[src/rtl/mat_mult_pkg.sv]
// mat_mult_pkg
//   Shared sizing, row types and FSM state encoding for the host-side operand
//   streamer of the 8x8 systolic matrix multiplier.
//   N          : matrix dimension (rows per matrix, elements per row)
//   DATA_WIDTH : signed operand element width
//   ACC_WIDTH  : signed result element width
package mat_mult_pkg;

  localparam int N          = 8;
  localparam int DATA_WIDTH = 8;
  localparam int ACC_WIDTH  = 32;

  // Row index width and transfer pointer width (one extra bit so a pointer
  // can hold N itself and mark "all rows sent" without wrapping).
  localparam int IDX_W = $clog2(N);
  localparam int PTR_W = $clog2(N) + 1;

  localparam logic [PTR_W-1:0] PTR_N    = PTR_W'(N);
  localparam logic [PTR_W-1:0] PTR_LAST = PTR_W'(N - 1);

  typedef logic signed [DATA_WIDTH-1:0] op_elem_t;
  typedef logic signed [ACC_WIDTH-1:0]  res_elem_t;
  typedef op_elem_t  [N-1:0] op_row_t;
  typedef res_elem_t [N-1:0] res_row_t;

  typedef enum logic [2:0] {
    IDLE,
    START,
    FEED,
    DRAIN,
    DONE
  } state_t;

endpackage

[src/rtl/mat_mult_operand_streamer_row_stream_tx.sv]
// row_stream_tx
//   One operand row buffer plus the valid/ready transmitter that streams its
//   N rows in order, one row per accepted beat.
//   Ports:
//     clk          rising-edge clock
//     rst          asynchronous active-low reset (pointer only)
//     i_load       host write strobe into the row buffer
//     i_load_row   row index of host write
//     i_load_data  row written by host
//     i_clear      rewind pointer to row 0 (start of a new transfer)
//     i_en         transfer window open (valid may be raised)
//     i_ready      receiver accepts the current row
//     o_valid      current row is valid
//     o_data       current row, zero when not valid
//     o_finished   all N rows sent, including a final beat accepted this cycle
module row_stream_tx
  import mat_mult_pkg::*;
(
  input  logic             clk,
  input  logic             rst,
  input  logic             i_load,
  input  logic [IDX_W-1:0] i_load_row,
  input  op_row_t          i_load_data,
  input  logic             i_clear,
  input  logic             i_en,
  input  logic             i_ready,
  output logic             o_valid,
  output op_row_t          o_data,
  output logic             o_finished
);

  op_row_t          r_buf [N];
  logic [PTR_W-1:0] r_ptr;
  logic             w_fire;

  // Buffer contents survive reset; only the host ever writes them.
  always_ff @(posedge clk) begin
    if (i_load) r_buf[i_load_row] <= i_load_data;
  end

  assign o_valid = i_en && (r_ptr < PTR_N);
  assign w_fire  = o_valid && i_ready;
  assign o_data  = o_valid ? r_buf[r_ptr[IDX_W-1:0]] : '0;

  // Counting the last beat in its own cycle lets the FSM leave FEED on the
  // same edge that retires the final row.
  assign o_finished = (r_ptr == PTR_N) || (w_fire && (r_ptr == PTR_LAST));

  always_ff @(posedge clk or negedge rst) begin
    if (!rst)         r_ptr <= '0;
    else if (i_clear) r_ptr <= '0;
    else if (w_fire)  r_ptr <= r_ptr + PTR_W'(1);
  end

endmodule

[src/rtl/mat_mult_operand_streamer.sv]
// mat_mult_operand_streamer
//   Host-side companion to the 8x8 systolic array. The host loads A and B
//   into local row buffers; a launch pulses mm_start, streams A and B rows
//   over independent valid/ready ports, then collects N C rows into a result
//   buffer the host reads back through a registered read port.
//   Ports:
//     clk, rst                  clock, asynchronous active-low reset
//     wr_en/wr_sel/wr_row/wr_data  host operand write (sel 0 = A, 1 = B)
//     launch, busy, done        launch request, busy flag, done pulse
//     rd_row, rd_data           C buffer read (1-cycle latency)
//     mm_start, mm_ready        array start pulse / array idle
//     a_valid/a_ready/a_out     A row stream to the array
//     b_valid/b_ready/b_out     B row stream to the array
//     c_valid/c_ready/c_in      C row stream from the array
//     cycle_count               busy-cycle counter, present only when
//                               MAT_MULT_STREAMER_PERF_EN is defined
module mat_mult_operand_streamer
  import mat_mult_pkg::*;
(
  input  logic             clk,
  input  logic             rst,
  input  logic             wr_en,
  input  logic             wr_sel,
  input  logic [IDX_W-1:0] wr_row,
  input  op_row_t          wr_data,
  input  logic             launch,
  output logic             busy,
  output logic             done,
  input  logic [IDX_W-1:0] rd_row,
  output res_row_t         rd_data,
  output logic             mm_start,
  input  logic             mm_ready,
  output logic             a_valid,
  input  logic             a_ready,
  output op_row_t          a_out,
  output logic             b_valid,
  input  logic             b_ready,
  output op_row_t          b_out,
  input  logic             c_valid,
  output logic             c_ready,
  input  res_row_t         c_in
`ifdef MAT_MULT_STREAMER_PERF_EN
  ,
  output logic [31:0]      cycle_count
`endif
);

  state_t           r_state;
  state_t           w_next;
  logic             w_clear;
  logic             w_feed;
  logic             w_load_a;
  logic             w_load_b;
  logic             w_a_fin;
  logic             w_b_fin;
  logic             w_c_room;
  logic             w_c_fire;
  logic [PTR_W-1:0] r_c_ptr;
  res_row_t         r_c_buf [N];
  res_row_t         r_rd_data;

  // Host writes are blocked only while busy; a write in the launch cycle
  // still lands because IDLE is not busy and FEED starts two edges later.
  assign w_load_a = wr_en && !busy && !wr_sel;
  assign w_load_b = wr_en && !busy &&  wr_sel;

  row_stream_tx u_a_tx (
    .clk         (clk),
    .rst         (rst),
    .i_load      (w_load_a),
    .i_load_row  (wr_row),
    .i_load_data (wr_data),
    .i_clear     (w_clear),
    .i_en        (w_feed),
    .i_ready     (a_ready),
    .o_valid     (a_valid),
    .o_data      (a_out),
    .o_finished  (w_a_fin)
  );

  row_stream_tx u_b_tx (
    .clk         (clk),
    .rst         (rst),
    .i_load      (w_load_b),
    .i_load_row  (wr_row),
    .i_load_data (wr_data),
    .i_clear     (w_clear),
    .i_en        (w_feed),
    .i_ready     (b_ready),
    .o_valid     (b_valid),
    .o_data      (b_out),
    .o_finished  (w_b_fin)
  );

  assign w_c_room = (r_c_ptr < PTR_N);
  assign w_c_fire = c_valid && c_ready;

  always_ff @(posedge clk or negedge rst) begin
    if (!rst) r_state <= IDLE;
    else      r_state <= w_next;
  end

  always_comb begin
    w_next   = r_state;
    busy     = 1'b0;
    done     = 1'b0;
    mm_start = 1'b0;
    c_ready  = 1'b0;
    w_clear  = 1'b0;
    w_feed   = 1'b0;
    case (r_state)
      IDLE: begin
        // A launch while the array is not ready is dropped, not queued.
        if (launch && mm_ready) w_next = START;
      end
      START: begin
        mm_start = 1'b1;
        busy     = 1'b1;
        w_clear  = 1'b1;
        w_next   = FEED;
      end
      FEED: begin
        busy    = 1'b1;
        w_feed  = 1'b1;
        c_ready = w_c_room;
        if (w_a_fin && w_b_fin) w_next = DRAIN;
      end
      DRAIN: begin
        busy    = 1'b1;
        c_ready = w_c_room;
        // Early C beats taken during FEED may already have filled the buffer.
        if (!w_c_room || (c_valid && (r_c_ptr == PTR_LAST))) w_next = DONE;
      end
      DONE: begin
        done   = 1'b1;
        w_next = IDLE;
      end
      default: w_next = IDLE;
    endcase
  end

  always_ff @(posedge clk or negedge rst) begin
    if (!rst)          r_c_ptr <= '0;
    else if (w_clear)  r_c_ptr <= '0;
    else if (w_c_fire) r_c_ptr <= r_c_ptr + PTR_W'(1);
  end

  always_ff @(posedge clk) begin
    if (w_c_fire) r_c_buf[r_c_ptr[IDX_W-1:0]] <= c_in;
  end

  always_ff @(posedge clk or negedge rst) begin
    if (!rst) r_rd_data <= '0;
    else      r_rd_data <= r_c_buf[rd_row];
  end

  assign rd_data = r_rd_data;

`ifdef MAT_MULT_STREAMER_PERF_EN
  logic [31:0] r_cycle_count;

  // START restarts the count and includes its own busy cycle, so the value
  // seen after done equals the number of cycles busy was high.
  always_ff @(posedge clk or negedge rst) begin
    if (!rst)                                r_cycle_count <= '0;
    else if (r_state == START)               r_cycle_count <= 32'd1;
    else if (busy && (r_cycle_count != '1))  r_cycle_count <= r_cycle_count + 32'd1;
  end

  assign cycle_count = r_cycle_count;
`endif

endmodule

[config.mk]
export PLATFORM = sky130hd
export DESIGN_NAME = mat_mult_operand_streamer
export DESIGN_NICKNAME = d
export VERILOG_FILES = /design/src/rtl/mat_mult_pkg.sv /design/src/rtl/mat_mult_operand_streamer_row_stream_tx.sv /design/src/rtl/mat_mult_operand_streamer.sv
export SDC_FILE = /design/constraint.sdc
export NUM_CORES = 2
export LEC_CHECK = 0
export BUFFER_PORTS_ARGS = -buffer_cell sky130_fd_sc_hd__buf_2
export CORE_MARGIN = 1
export CORE_UTILIZATION = 40
export DETAILED_ROUTE_END_ITERATION = 12
export GPL_TIMING_DRIVEN = 0
export SYNTH_ARGS = -nofsm -noshare
export SYNTH_HDL_FRONTEND = slang
export SYNTH_SLANG_ARGS = --single-unit
[constraint.sdc]
create_clock -name clk -period 19 [get_ports clk]
set_input_delay 5.7 -clock clk [delete_from_list [all_inputs] [get_ports clk]]
set_output_delay 5.7 -clock clk [all_outputs]
set_load 0.1 [all_outputs]
==> results.md <==
* Final setup violation count at 0
* Arrival @ worst endpoint at 4.09 ns
* R2r startpoint: r_state[1]
* Outcome: completed
* Worst-case reg-to-reg path depth at 11
* Largest net degree at the start of global routing at 82
* Core Region at 306000 µm²
* Reg2reg end: r_c_buf[0][62]
* Crit-path max FO at 10
* Hold Vio Cnt, Final at 0
* Fmax at 0.102 GHz
* WL/cell at 28.3 µm
* Iter 0 DRT Violations at 5430
* Register-to-register setup slack at 15.26 ns
* CTS tree: done
* Syn Inst Count at 4963
* Post-route ant nets at 0
* Dominant synthesized flop cell: edfxtp_1
* Setup TNS at 0 ns
* Pwr/cell area at 136 nW/µm²
* Largest family of logic cells by synthesized area: multiplexers
* Slew @ Worst Pin at 1.30 ns
* Grt total ovfl at 0
* Layout cells sized above 1 at 0.398
* Placement row count at 203
* Antenna violations before repair at 133
* Synth top area share at 0.750
* # resized after CTS at 0
* DR DRC count at 0
* Total GRT Usage at 0.193
* Area leader, netlist: edfxtp_1
* Clock tree buffer depth at 4
* Synth Area in Compound Gates at 0.000590
* Overall power at 0.0200 W
* Worst Setup End Kind: output pin
* Tmin final at 9.79 ns
* Post-synth net total at 5303
* Starting Density at 0.402
* Vias per cell at 5.33
* Dpl hpwl at 201000 µm
* Die ar. at 310000 µm²
* Final-stage net count at 6568
* Hold Buf Count CTS at 0
* Max cap viols at 0
* Reg clk slew, reported paths at 0.06 ns
* Leading post-synthesis cells by cell area: edfxtp_1 (75%), mux4_2 (14%), dfrtp_1 (5.5%)
* Slowest CP cell: buf_1
* Sequential-to-total area share from yosys stat at 0.805
* Mean post-synth cell area at 24.8 µm²
* Startpoint types: flip-flop
* CTS sink count at 3343
* RSZ-0062 raised after global routing: false
* RD Place Congestion at 0.747
* CTS root buf: clkbuf_16
* Vias post-DR at 56.8k
* Num ports at 725
* Synth Area in XOR/XNOR at 0.000427
* Adder-cell share of the synthesized area at 0.000509
* Netlist Area Pre-Place at 123000 µm²
* Max-slew headroom at 0.131
* Clk Latency, worst-skew pair at 0.91 ns
* Required @ worst endpoint at 13.30 ns
* Hold WC Path Type: reg -> reg
* Synth-to-layout area growth at 19.6%
* H-tree levels at 5
* Setup repair bufs after CTS at 0
* Hold Path Origin: u_a_tx.r_ptr[3]
* Inserted Clock Buffers at 346
* Hold endpoint: u_a_tx.r_ptr[3]
* Die width at 556 µm
* Crit path cell chain: clkbuf_1, buf_2, buf_1, mux4_2, mux2i_1, nor2_1, buf_2
* Number of global-route vias before repair at 58.7k
* YS warnings at 0
* I/O Buffers at 721
* Top cell by count, worst path: buf_2
* Period utilisation layout at 0.515
* Setup Skew at 0.0589 ns
* CP peak stage delay at 0.64 ns
* WHS Path Cells at 2
* Leakage power at 48.4 nW
* Peak supply drop at 221 µV
* Yosys cell types at 37
* EDFF count, synth at 3072
* Die height at 556 µm
* Post-Synth Simple-Gate Area at 0.00700
* Fraction of registers with async set/reset at 0.0811
* DR pass1 iterations at 5
* Routed WL at 301000 µm
* Mux cell area share after synthesis at 0.175
* First-pass GRT wire length at 429000 µm
* Max Slew Vio Count at 0
* #FFs+latches synth at 3343
* Crit path from: u_a_tx.r_ptr[1]
* Kind of critical path: reg -> out
-- through the flow --
stage	instances	utilization	worst slack, ns	hold slack, ns	area (µm²)
after floorplan	4963	-	1.33	0.477	123000
after global placement	9784	0.431	-12.08	0.497	132000
after detailed placement	9980	0.444	10.10	0.522	136000
after CTS	10600	0.480	9.11	0.546	147000
after global routing	10600	0.481	9.04	0.568	147000
final	10700	0.481	9.21	0.548	147000
-- per-layer routing --
| metal | global-route usage | share of wire | up-vias | routed length (µm) |
|---|---|---|---|---|
| li1 | - | - | 23500 | - |
| met1 | 0.262 | 0.41 | 30700 | 123000 |
| met2 | 0.309 | 0.48 | 2012 | 144000 |
| met3 | 0.0542 | 0.091 | 470 | 27300 |
| met4 | 0.0460 | 0.022 | 78 | 6600 |
| met5 | 0 | 0.0016 | - | 471 |
-- final cells by class --
type                    instances  area (µm²)
diodes                         41         103
fillers                     24700      159000
inverters                       6        22.5
clock buffers                 463        9430
plain buffers                 236        1400
well taps                    4100        5130
repair buffers                917        7630
flip-flops and latches       3343       99000
multi-input cells            1378       22700
clock inverters               169        1580
-- power by group --
part / leakage, nW / switching (W) / internal [W] / total, W
combinational: 12.1 / 0.00352 / 0.00128 / 0.00479
clock: 5.36 / 0.00282 / 0.00374 / 0.00656
sequential: 30.9 / 0.000115 / 0.00856 / 0.00867
total: 48.4 / 0.00645 / 0.0136 / 0.0200
-- flip-flops by register name, indices dropped and copies added, names as in the netlist --
register / count
r_c_buf: 2048
u_a_tx.r_buf: 512
u_b_tx.r_buf: 512
rd_data: 256
r_c_ptr: 4
u_a_tx.r_ptr: 4
u_b_tx.r_ptr: 4
r_state: 3
-- worst max path at each step --
stage	endpoint	slack [ns]
3_3_place_gp	r_c_buf[2][65]	-12.08
5_1_grt	a_out[19]	9.04
3_5_place_dp	a_out[19]	10.10
4_1_cts	a_out[19]	9.11
6_report	a_out[19]	9.21
2_1_floorplan	r_c_buf[4][0]	1.33
-- cell families after synthesis --
kind of cell / count (synthesis)
compound gates: 12
xor+xnor: 6
fa+ha+maj: 5
buf+inv: 242
flops: 3343
mux: 1152
simple gates: 203
-- layout by cell type, fill, tap and decap left out, types with 6 or more instances in the layout --
master and n:
edfxtp_1 3072, buf_2 797, mux4_2 768, clkbuf_16 348, dfrtp_1 271, mux2_2 256, clkbuf_1 143, nor2_1 137
mux2i_1 128, buf_12 96, buf_6 81, clkinv_1 59, buf_16 57, clkinv_2 53, diode_2 41, buf_1 41
clkbuf_8 29, nor2_4 18, bufinv_16 17, buf_8 13, nand3_1 11, clkinvlp_4 11, nand2_1 10, buf_4 8
clkinv_16 7, clkinv_4 6
-- worst max-delay path: cells and delay by family (launching register included) --
kind,cells,cell delay (ns)
buffers and inverters,4,1.85
multiplexers,2,0.93
flip-flops,1,0.35
AND/OR/NAND/NOR,1,0.09
-- Yosys cell counts (all sizes together), types with 5 or more instances --
master and count:
a21oi 5, buf 176, clkbuf 60, dfrtp 271, edfxtp 3072, ha 5, inv 6, mux2 256
mux2i 128, mux4 768, nand2 10, nand3 11, nor2 155, nor3 7
Note: power is estimated with default switching activity, not from simulation.
